<file path="src/rtl/conv_encoder_noisy.sv">
// Rate-1/N_OUT feed-forward convolutional encoder with trellis tail insertion and a
// deterministic bit-flip channel model; define CONV_ENC_NOISE_EN to build the noise injector.
module conv_encoder_noisy #(
  parameter int                 K            = 4,
  parameter int                 N_OUT        = 2,
  parameter logic [N_OUT*K-1:0] G            = 8'b1111_1011,
  parameter int                 NOISE_PERIOD = 4
) (
  input  logic             clock,
  input  logic             rst_n,
  input  logic             in_valid,
  output logic             in_ready,
  input  logic             in_bit,
  input  logic             in_last,
  input  logic             noise_en,
  output logic             out_valid,
  input  logic             out_ready,
  output logic [N_OUT-1:0] out_data,
  output logic             out_last
);

  localparam int HW = (K > 1) ? K - 1 : 1;
  localparam int TW = (K > 1) ? $clog2(K) : 1;

  typedef enum logic {S_RUN = 1'b0, S_TAIL = 1'b1} state_t;

  state_t           r_state;
  state_t           w_state_next;
  logic [HW-1:0]    r_hist;
  logic [HW-1:0]    w_hist_next;
  logic [TW-1:0]    r_tail_cnt;
  logic             r_out_valid;
  logic             r_out_last;
  logic [N_OUT-1:0] r_out_data;

  logic             w_out_free;
  logic             w_accept;
  logic             w_tail_enc;
  logic             w_encode;
  logic             w_start_tail;
  logic             w_bit;
  logic             w_last;
  logic [K-1:0]     w_window;
  logic [N_OUT-1:0] w_code;
  logic [N_OUT-1:0] w_mask;

  assign w_out_free   = !r_out_valid || out_ready;
  assign w_accept     = in_valid && in_ready;
  assign w_tail_enc   = (r_state == S_TAIL) && w_out_free;
  assign w_encode     = w_accept || w_tail_enc;
  assign w_start_tail = w_accept && in_last && (K > 1);
  // Tail codewords encode a forced zero.
  assign w_bit        = (r_state == S_RUN) && in_bit;

  generate
    if (K > 1) begin : g_win
      assign w_window = {r_hist, w_bit};
    end else begin : g_win_k1
      logic w_unused_hist;
      assign w_window      = w_bit;
      assign w_unused_hist = ^r_hist;
    end

    if (K > 2) begin : g_hist
      assign w_hist_next = {r_hist[HW-2:0], w_bit};
    end else begin : g_hist_short
      assign w_hist_next = HW'(w_bit);
    end

    for (genvar gi = 0; gi < N_OUT; gi++) begin : g_poly
      assign w_code[gi] = ^(G[gi*K +: K] & w_window);
    end
  endgenerate

`ifdef CONV_ENC_NOISE_EN
  localparam int CW = (NOISE_PERIOD > 1) ? $clog2(NOISE_PERIOD) : 1;
  localparam int SW = (N_OUT > 1) ? $clog2(N_OUT) : 1;

  logic [CW-1:0] r_noise_cnt;
  logic [SW-1:0] r_noise_sel;
  logic          w_noise_hit;

  assign w_noise_hit = noise_en && (r_noise_cnt == CW'(NOISE_PERIOD - 1));
  assign w_mask      = w_noise_hit ? (N_OUT'(1) << r_noise_sel) : '0;

  // Counts only codewords encoded while the channel is enabled.
  always_ff @(posedge clock or negedge rst_n) begin
    if (!rst_n) begin
      r_noise_cnt <= '0;
      r_noise_sel <= '0;
    end else if (w_encode && noise_en) begin
      if (w_noise_hit) begin
        r_noise_cnt <= '0;
        r_noise_sel <= (r_noise_sel == SW'(N_OUT - 1)) ? '0 : r_noise_sel + SW'(1);
      end else begin
        r_noise_cnt <= r_noise_cnt + CW'(1);
      end
    end
  end
`else
  logic w_unused_noise_en;
  assign w_mask            = '0;
  assign w_unused_noise_en = noise_en;
`endif

  always_ff @(posedge clock or negedge rst_n) begin
    if (!rst_n) begin
      r_state <= S_RUN;
    end else begin
      r_state <= w_state_next;
    end
  end

  always_comb begin
    w_state_next = r_state;
    case (r_state)
      S_RUN:   if (w_start_tail) w_state_next = S_TAIL;
      S_TAIL:  if (w_tail_enc && (r_tail_cnt == TW'(1))) w_state_next = S_RUN;
      default: w_state_next = S_RUN;
    endcase
  end

  always_comb begin
    in_ready = 1'b0;
    w_last   = 1'b0;
    case (r_state)
      S_RUN: begin
        in_ready = w_out_free;
        w_last   = in_last && (K == 1);
      end
      S_TAIL:  w_last = (r_tail_cnt == TW'(1));
      default: ;
    endcase
  end

  always_ff @(posedge clock or negedge rst_n) begin
    if (!rst_n) begin
      r_tail_cnt <= '0;
      r_hist     <= '0;
    end else begin
      if (w_start_tail) begin
        r_tail_cnt <= TW'(K - 1);
      end else if (w_tail_enc) begin
        r_tail_cnt <= r_tail_cnt - TW'(1);
      end
      if (w_encode) begin
        r_hist <= w_hist_next;
      end
    end
  end

  // Encoding into a draining register keeps full throughput.
  always_ff @(posedge clock or negedge rst_n) begin
    if (!rst_n) begin
      r_out_valid <= 1'b0;
      r_out_data  <= '0;
      r_out_last  <= 1'b0;
    end else if (w_encode) begin
      r_out_valid <= 1'b1;
      r_out_data  <= w_code ^ w_mask;
      r_out_last  <= w_last;
    end else if (out_ready) begin
      r_out_valid <= 1'b0;
      r_out_last  <= 1'b0;
    end
  end

  assign out_valid = r_out_valid;
  assign out_data  = r_out_data;
  assign out_last  = r_out_last;

endmodule
</file>
<file path="config.mk">
export PLATFORM = sky130hd
export DESIGN_NAME = conv_encoder_noisy
export DESIGN_NICKNAME = d
export VERILOG_FILES = /design/src/rtl/conv_encoder_noisy.sv
export SDC_FILE = /design/constraint.sdc
export NUM_CORES = 1
export LEC_CHECK = 0
export BUFFER_PORTS_ARGS = -buffer_cell sky130_fd_sc_hd__buf_2
export CAP_MARGIN = 5
export CORE_MARGIN = 2
export CORE_UTILIZATION = 34
export CTS_CLUSTER_DIAMETER = 40
export DETAILED_ROUTE_END_ITERATION = 8
export GPL_TIMING_DRIVEN = 0
export HOLD_SLACK_MARGIN = 0.03
export SETUP_SLACK_MARGIN = 0.05
export SYNTH_ARGS = -nofsm -noshare
export SYNTH_HDL_FRONTEND = slang
export SYNTH_SLANG_ARGS = --single-unit
</file>
<file path="constraint.sdc">
create_clock -name clock -period 2.68 [get_ports clock]
set_clock_uncertainty 0.1 [all_clocks]
set_input_delay 0.67 -clock clock [delete_from_list [all_inputs] [get_ports clock]]
set_output_delay 0.67 -clock clock [all_outputs]
set_load 0.01 [all_outputs]
</file>
==> impl_metrics.json, run 1 <==
{
  "outcome": "finished, final reports clean",
  "die-area_sq_mm": 0.00175,
  "critical_path_class": "input pin to primary output",
  "p_clk_share_pct": 15.4,
  "holdCritPathClass": "input pin to asynchronous set/reset pin",
  "p_int_uw": 440,
  "postCtsSetupRepairBufs": 0,
  "cellPowerDensity_mw_per_mm2": 1110,
  "clock_latency_ns": 0.26,
  "r2r_end": "r_hist[2]$_DFFE_PN0P_",
  "fillers": 135,
  "clk_pin_slew_ns": 0.06,
  "tightest_slew_ns": 0.386,
  "start_util_pct": 37.0,
  "rsz0062_at_grt": "false",
  "syn_to_final_growth_pct": 18.7,
  "drtPass1Iterations": 4,
  "place_worst_setup_slack_ns": 0.676,
  "finalSetupViolCount": 0,
  "grt_pass1_wl_mm": 1.39,
  "clock.fmax_mhz": 498,
  "grt-ovfl-total": 0,
  "first_global_vias": 322,
  "netlist_instances": 42,
  "ys_async_sr_fraction_pct": 100,
  "cp.arrival_ns": 1.24,
  "num_vias": 340,
  "cp_slowest_stage_delay_ns": 0.25,
  "routed_via_density": 4.86,
  "regToRegStartpoint": "out_valid$_DFFE_PN0P_",
  "swShare_pct": 31.7,
  "syn-num-nets": 50,
  "tns_ns": 0,
  "diodes": 0,
  "fin_area_sq_um": 579,
  "std_cell_rows": 13,
  "cts_buffer_depth": 2,
  "grt_usage_pct": 11.1,
  "portBuffers": 10,
  "leakagePower_nw": 0.288,
  "period_needed_ns": 2.01,
  "die_x_um": 41.9,
  "antenna_found_initial": 0,
  "ys_types": 18,
  "rr_worst_depth": 3,
  "crit_cells": 4,
  "clock_sinks": 10,
  "utilization_pct": 44.0,
  "cts_max_level": 1,
  "timing.critical_path.from": "out_ready",
  "numCtsBuffers": 3,
  "drtAntennaViolNets": 0,
  "cap_violations": 0,
  "cts-root-buf": "clkbuf_4",
  "crit_chain": "buf_2 > nor2b_1 > nor2_1 > buf_2",
  "place_inst": 67,
  "cp-endpoint": "in_ready",
  "drc": 0,
  "fin_crit_sh_pct": 75.0,
  "netlist_area_sq_um": 488,
  "p_sw_uw": 204,
  "yosysSeqAreaShare_pct": 51.3,
  "critical_path_required_ns": 1.91,
  "grt_max_degree": 11,
  "combinationalPowerShare_pct": 45.6,
  "irDropWorstVdd_uv": 425,
  "core_area_sq_mm": 0.00132,
  "synth_area_per_cell_sq_um": 11.6,
  "crit_family": "simple AND/OR/NAND/NOR gates",
  "synth-edff-count": 0,
  "first_iter_violations": 2,
  "drive_gt1_share_pct": 36.4,
  "slew_viol_final": 0,
  "path_max_fanout": 4,
  "gp_congestion": 0.638,
  "io_pins": 12,
  "final_nets": 65,
  "path_common_cell": "buf_2",
  "crit_path_end_kind": "primary output",
  "hold_slack_ns": 0.161,
  "routedWlPerCell_um": 11.2,
  "placed_area_sq_um": 557,
  "rrSetupSlack_ns": 1.17,
  "p_seq_share_pct": 39.0,
  "routed_wl_um": 782,
  "cts_resized": 0,
  "crit_path_start_kind": "input pin",
  "crit_slowest_cell": "nor2b_1",
  "cts_hold_buffers": 0,
  "ys.flop_type": "dfrtp_1",
  "ys_seq_elements": 10,
  "relSlewSlack_pct": 74.2,
  "die_y_um": 41.9,
  "dp_hpwl_um": 611,
  "layout.cells.non_filler": 70,
  "final_hold_viol_count": 0,
  "total_power_uw": 644,
  "yosysWarnings": 0,
  "setup_ws_ns": 0.671,
  "cp_num_buf_inv": 2,
  "tritoncts": "built"
}
cell families (layout without fill, tap and decap cells):
group / Yosys count / count (layout) / share of synthesized area, %
DFF: 10 / 10 / 51.3
adders and majority gates: 1 / 1 / 2.56
buffers and inverters: 2 / 15 / 1.79
and+or+nand+nor: 14 / 14 / 13.6
muxes: 5 / 5 / 12.3
AOI/OAI and AO/OA: 7 / 7 / 8.72
xor gates and xnor gates: 3 / 3 / 9.74
power groups by stage:
stage                     registers [mW]  logic (mW)  clock network [mW]
final                              0.251       0.293              0.0992
after global routing               0.262       0.327               0.110
after CTS                          0.252       0.297               0.105
after detailed placement           0.255       0.294                   0
after global placement             0.253       0.288                   0
after floorplan                    0.261       0.222                   0
worst register-to-register path: stages (launching register included):
cell and delay [ns]:
dfrtp_1 0.39, nor2b_1 0.18, nor2_1 0.34, mux2_2 0.38
layout by cell type, fill, tap and decap left out:
cell      synthesis  layout
a21oi_1           1       1
a31oi_1           3       3
buf_2             1      11
clkbuf_4          0       3
dfrtp_1          10      10
ha_1              1       1
inv_1             1       1
mux2_2            4       4
mux2_4            1       1
nand2_1           4       4
nand2b_1          1       1
nand3_1           1       1
nor2_1            4       4
nor2b_1           4       4
o21ai_0           2       2
o22a_1            1       1
xnor2_1           1       1
xnor2_2           1       1
xnor3_1           1       1
cell type report:
cell class | instances | area, sq um | area share [%]
plain buffers | 1 | 5.00 | 0.864
multi-input cells | 30 | 229 | 39.5
repair buffers | 10 | 50.0 | 8.64
clock buffers | 3 | 22.5 | 3.89
inverters | 1 | 3.75 | 0.648
flip-flops and latches | 10 | 250 | 43.2
well taps | 15 | 18.8 | 3.24
synth_stat cells, types with 2 or more instances:
cell type   n  area share, %
nand2_1     4            3.1
nor2b_1     4            5.1
mux2_2      4            9.2
o21ai_0     2            2.1
dfrtp_1    10             51
nor2_1      4            3.1
a31oi_1     3            3.8
flip-flops by register name (all words and copies together) (netlist names):
name	flops
r_tail_cnt	2
out_last	1
out_data	2
r_hist	3
r_state	1
out_valid	1
metal layers:
layer | up-vias | global-route usage [%] | wire length (um)
met1 | 162 | 13.0 | 404
li1 | 174 | - | -
met5 | - | 0 | 0
met2 | 2 | 15.6 | 344
met3 | 2 | 4.35 | 19
met4 | 0 | 9.68 | 14
worst min path at each step:
| stage | from | end | slack, ns | cells after the start |
|---|---|---|---|---|
| CTS | rst_n | r_tail_cnt[0]$_DFFE_PN0P_ | 0.16 | 1 |
| detailed placement | r_tail_cnt[1]$_DFFE_PN0P_ | r_tail_cnt[1]$_DFFE_PN0P_ | 0.39 | 1 |
| floorplan | rst_n | out_data[0]$_DFFE_PN0P_ | 0.27 | 0 |
| global placement | r_tail_cnt[1]$_DFFE_PN0P_ | r_tail_cnt[1]$_DFFE_PN0P_ | 0.38 | 1 |
| global route | rst_n | r_tail_cnt[1]$_DFFE_PN0P_ | 0.17 | 1 |
| finish | rst_n | out_valid$_DFFE_PN0P_ | 0.16 | 1 |
No activity file was read; power rests on OpenSTA's default activity.
==> inputs of run 2 (changes only) <==
==> constraint.sdc (replaced) <==
create_clock -name clock -period 1.7 [get_ports clock]
set_clock_uncertainty 0.1 [all_clocks]
set_input_delay 0.425 -clock clock [delete_from_list [all_inputs] [get_ports clock]]
set_output_delay 0.425 -clock clock [all_outputs]
set_load 0.01 [all_outputs]
==> impl_metrics.json, run 2 (same netlist as run 1, synthesis figures left out) <==
{
  "core_area_sq_mm": 0.00132,
  "diodes": 0,
  "cp.arrival_ns": 1.03,
  "cellPowerDensity_mw_per_mm2": 1720,
  "final_common_cell": "buf_2",
  "leakagePower_nw": 0.294,
  "portBuffers": 10,
  "utilization_pct": 44.9,
  "clock_latency_ns": 0.25,
  "first_iter_violations": 1,
  "drc": 0,
  "largest_register_ffs": 3,
  "routed_wl_um": 796,
  "grt-ovfl-total": 0,
  "finalSetupViolCount": 0,
  "crit_slowest_cell": "dfrtp_1",
  "gp_congestion": 0.638,
  "path_max_fanout": 4,
  "first_global_vias": 328,
  "fin_area_sq_um": 592,
  "crit_path_start_kind": "flop",
  "ff_latch_area_sq_um": 250,
  "die_y_um": 41.9,
  "multi_input_area_sq_um": 231,
  "period_needed_ns": 1.56,
  "tns_ns": 0,
  "outcome": "finished, final reports clean",
  "drtAntennaViolNets": 0,
  "placed_area_sq_um": 557,
  "cts_max_level": 1,
  "hold_slack_ns": 0.369,
  "holdCritPathClass": "input pin to flop",
  "place_worst_setup_slack_ns": 0.158,
  "slew_viol_final": 0,
  "final_hold_viol_count": 0,
  "std_cell_rows": 13,
  "clk_pin_slew_ns": 0.06,
  "numCtsBuffers": 3,
  "layout.cells.non_filler": 71,
  "critical_path_class": "flop to primary output",
  "relSlewSlack_pct": 74.5,
  "cap_violations": 0,
  "fillers": 137,
  "cts_buffer_depth": 2,
  "fin_crit_sh_pct": 91.7,
  "antenna_found_initial": 0,
  "regMostFlops": "r_hist",
  "routed_via_density": 4.80,
  "total_power_mw": 1.02,
  "syn_to_final_growth_pct": 21.3,
  "clock.fmax_mhz": 641,
  "clock_sinks": 10,
  "start_util_pct": 37.0,
  "num_vias": 341,
  "cts-root-buf": "clkbuf_4",
  "crit_chain": "nor2b_2 > nor2_1 > buf_2",
  "routedWlPerCell_um": 11.2,
  "final_cell_mix": "buf_2 (11), dfrtp_1 (10), nor2_1 (4), nand2_1 (4), mux2_2 (4)",
  "tritoncts": "built",
  "io_pins": 12,
  "irDropWorstVdd_uv": 672,
  "final_nets": 66,
  "grt_pass1_wl_mm": 1.41,
  "die-area_sq_mm": 0.00175,
  "place_inst": 67,
  "crit_path_end_kind": "primary output",
  "tightest_slew_ns": 0.381,
  "setup_ws_ns": 0.140,
  "die_x_um": 41.9,
  "grt_usage_pct": 11.2,
  "rsz0062_at_grt": "false",
  "critical_path_required_ns": 1.17,
  "postCtsSetupRepairBufs": 0,
  "dp_hpwl_um": 611,
  "drive_gt1_share_pct": 37.5,
  "grt_max_degree": 11,
  "drtPass1Iterations": 4,
  "cp_slowest_stage_delay_ns": 0.39
}
## run 2: cell count changes in the layout (fill, tap and decap cells not counted)
cell,delta
dlygate4sd3_1,+1
nor2b_1,-1
nor2b_2,+1
## run 2: timing repair
item	CTS	global route
resized for setup	0	1
hold endpoints to repair	10	0
endpoints found under the setup margin	0	1
hold buffers	1	0
## run 2: worst max-delay path, delay by kind of cell (launching register included)
kind / cells / cell delay, ns
buffers and inverters: 1 / 0.13
DFF: 1 / 0.39
and+or+nand+nor: 2 / 0.26
## run 2: layer usage
metal,track usage [%],vias up,wire length [um]
met5,0,-,0
met1,13.0,164,392
met4,9.68,0,14
li1,-,173,-
met3,4.35,2,19
met2,15.9,2,369
## run 2: path summary, 6_finish.rpt
kind                                           startpoint                   endpoint  slack [ns]  cells past startpoint
worst max-delay path                out_valid$_DFFE_PN0P_                   in_ready        0.14                      3
worst min-delay path                            out_ready       out_last$_DFFE_PN0P_        0.37                      4
worst max register to register      out_valid$_DFFE_PN0P_      r_hist[2]$_DFFE_PN0P_        0.21                      3
worst min register to register  r_tail_cnt[1]$_DFFE_PN0P_  r_tail_cnt[1]$_DFFE_PN0P_        0.40                      1
max in group asynchronous                           rst_n    out_data[0]$_DFFE_PN0P_        0.85                      2
min in group asynchronous                           rst_n      out_valid$_DFFE_PN0P_        0.46                      2
## run 2: report_power, final
part | leakage, nW | switching [mW] | internal (mW) | total [mW]
combinational | 0.159 | 0.191 | 0.276 | 0.467
sequential | 0.121 | 0.0587 | 0.338 | 0.397
clock | 0.0138 | 0.0725 | 0.0814 | 0.154
## run 2: layout make-up
class	count	share of cell area, %
well taps	15	3.17
plain buffers	1	0.846
flip-flops and latches	10	42.3
clock buffers	3	3.81
repair buffers	11	10.1
inverters	1	0.634
multi-input cells	30	39.1
==> inputs of run 3 (changes only) <==
--- a/config.mk
+++ b/config.mk
@@ -5,6 +5,7 @@
 export SDC_FILE = /design/constraint.sdc
 export NUM_CORES = 1
 export LEC_CHECK = 0
+export ABC_AREA = 1
 export BUFFER_PORTS_ARGS = -buffer_cell sky130_fd_sc_hd__buf_2
 export CAP_MARGIN = 5
 export CORE_MARGIN = 2
==> impl_metrics.json, run 3 <==
{
  "num_vias": 422,
  "gp_congestion": 0.801,
  "hold_slack_ns": 0.342,
  "synthAdderAreaFrac_pct": 2.53,
  "io_pins": 12,
  "regMostFlops": "r_hist",
  "start_util_pct": 37.1,
  "syn-num-nets": 68,
  "final_nets": 84,
  "cts_buffer_depth": 2,
  "finalSetupViolCount": 0,
  "postCtsSetupRepairBufs": 0,
  "crit_path_end_kind": "primary output",
  "slew_viol_final": 0,
  "ys_seq_elements": 10,
  "grt_usage_pct": 13.0,
  "syn_to_final_growth_pct": 23.2,
  "path_max_fanout": 4,
  "yosys.area_share.xor_xnor_pct": 1.77,
  "cp.arrival_ns": 1.01,
  "final_cell_mix": "nand2_1 (19), buf_2 (10), dfrtp_1 (10), inv_1 (9), nand3_1 (6)",
  "final_common_cell": "nand2_1",
  "fin_crit_sh_pct": 90.2,
  "routed_wl_um": 935,
  "critical_path_required_ns": 1.17,
  "drtAntennaViolNets": 0,
  "synth_area_per_cell_sq_um": 8.26,
  "first_iter_violations": 9,
  "drtPass1Iterations": 4,
  "place_inst": 85,
  "yosys.area_share.simple_pct": 27.5,
  "die-area_sq_mm": 0.00178,
  "irDropWorstVdd_uv": 1040,
  "yosysSeqAreaShare_pct": 50.5,
  "diodes": 0,
  "first_global_vias": 396,
  "std_cell_rows": 13,
  "grt_pass1_wl_mm": 1.66,
  "routed_via_density": 4.69,
  "ys_async_sr_fraction_pct": 100,
  "routedWlPerCell_um": 10.4,
  "synthTopCellsByArea": "dfrtp_1 (51%), nand2_1 (14%), inv_1 (6.8%)",
  "die_x_um": 42.2,
  "yosysMostFrequentCell": "nand2_1",
  "core_area_sq_mm": 0.00133,
  "tightest_slew_ns": 0.231,
  "cap_violations": 0,
  "antenna_found_initial": 0,
  "synth_area_leader_cell": "dfrtp_1",
  "tns_ns": 0,
  "placed_area_sq_um": 564,
  "clk_pin_slew_ns": 0.07,
  "portBuffers": 10,
  "critical_path_class": "flop to primary output",
  "yosysWarnings": 0,
  "grt-ovfl-total": 0,
  "synth-edff-count": 0,
  "clock_sinks": 10,
  "dp_hpwl_um": 724,
  "synth_mux_area_share_pct": 0,
  "holdCritPathClass": "input pin to flop",
  "ys.flop_type": "dfrtp_1",
  "synthTopCellsByCount": "nand2_1 (19), dfrtp_1 (10), inv_1 (9)",
  "crit_path_start_kind": "flop",
  "relSlewSlack_pct": 84.6,
  "cts-root-buf": "clkbuf_4",
  "period_needed_ns": 1.53,
  "numCtsBuffers": 3,
  "cts_max_level": 1,
  "cellPowerDensity_mw_per_mm2": 1780,
  "final_hold_viol_count": 0,
  "netlist_instances": 60,
  "fin_area_sq_um": 611,
  "synth_top_family_by_area": "simple AND/OR/NAND/NOR gates",
  "clock_latency_ns": 0.27,
  "tritoncts": "built",
  "outcome": "finished, final reports clean",
  "grt_max_degree": 11,
  "die_y_um": 42.2,
  "layout.cells.non_filler": 90,
  "netlist_area_sq_um": 495,
  "drive_gt1_share_pct": 29.3,
  "clock.fmax_mhz": 652,
  "drc": 0,
  "total_power_mw": 1.08,
  "ys_types": 13,
  "leakagePower_nw": 0.333,
  "synth-compound-area-share_pct": 7.83,
  "largest_register_ffs": 3,
  "rsz0062_at_grt": "false",
  "yosys.area.top_type_share_pct": 50.5
}
-- run 3: changes by cell type after synthesis, sizes merged, moves of 3 or more --
cell,previous run,this run
nor2b,4,0
nand2,4,23
nand3,1,7
inv,1,10
a31oi,3,0
mux2,5,0
o21ai,2,7
nor2,4,0
-- run 3: power by group --
part	switching (mW)	internal [mW]	total, mW
combinational	0.274	0.179	0.453
clock	0.0806	0.130	0.210
sequential	0.0772	0.344	0.422
total	0.432	0.653	1.08
-- run 3: area by class of cell --
class | count | area [sq um]
inverters | 10 | 37.5
repair buffers | 11 | 60.1
flip-flops and latches | 10 | 250
well taps | 15 | 18.8
plain buffers | 1 | 11.3
multi-input cells | 39 | 196
fillers | 138 | 723
clock buffers | 4 | 36.3
-- run 3: final timing paths --
path                                           start                   endpoint  slack, ns  cells after the start
max in group asynchronous                      rst_n    out_data[0]$_DFFE_PN0P_       0.86                      2
hold reg to reg              out_data[0]$_DFFE_PN0P_    out_data[0]$_DFFE_PN0P_       0.38                      2
setup reg to reg           r_tail_cnt[0]$_DFFE_PN0P_  r_tail_cnt[1]$_DFFE_PN0P_       0.59                      3
setup / recovery                   r_state$_DFF_PN0_                   in_ready       0.17                      4
hold / removal                                in_bit      r_hist[0]$_DFFE_PN0P_       0.34                      3
min in group asynchronous                      rst_n  r_tail_cnt[0]$_DFFE_PN0P_       0.44                      2
-- run 3: metrics by stage --
step           setup slack, ns  utilization [%]
6_report                 0.167             45.8
5_1_grt                 0.0801             45.8
3_5_place_dp             0.265             42.3
2_1_floorplan            0.494                -
3_3_place_gp             0.267             42.3
4_1_cts                  0.144             45.8
-- run 3: logic make-up (layout without fill, tap and decap cells) --
group / Yosys count / after routing
AND/OR/NAND/NOR: 30 / 30
buffers and inverters: 11 / 26
flip-flops: 10 / 10
AO/OA/AOI/OAI: 7 / 7
adder cells (fa/ha/maj): 1 / 1
XOR/XNOR: 1 / 1
-- run 3: repair_timing --
item,in CTS,in global routing
resized for setup,0,0
setup endpoints to repair,0,0
hold buffers,1,0
endpoints found under the hold margin,10,0
-- run 3: critical path, stage by stage, from the launching register on --
cell,delay (ns)
dfrtp_1,0.42
inv_2,0.10
nand2_1,0.05
inv_1,0.06
buf_2,0.12
-- run 3: routing by layer --
layer  vias to the layer above  wire (um)  GRT usage, %
met3                         2         48          7.76
met1                       193        440          15.0
met2                        10        431          19.4
li1                        217          -             -
met4                         0         14          5.63
met5                         -          0             0
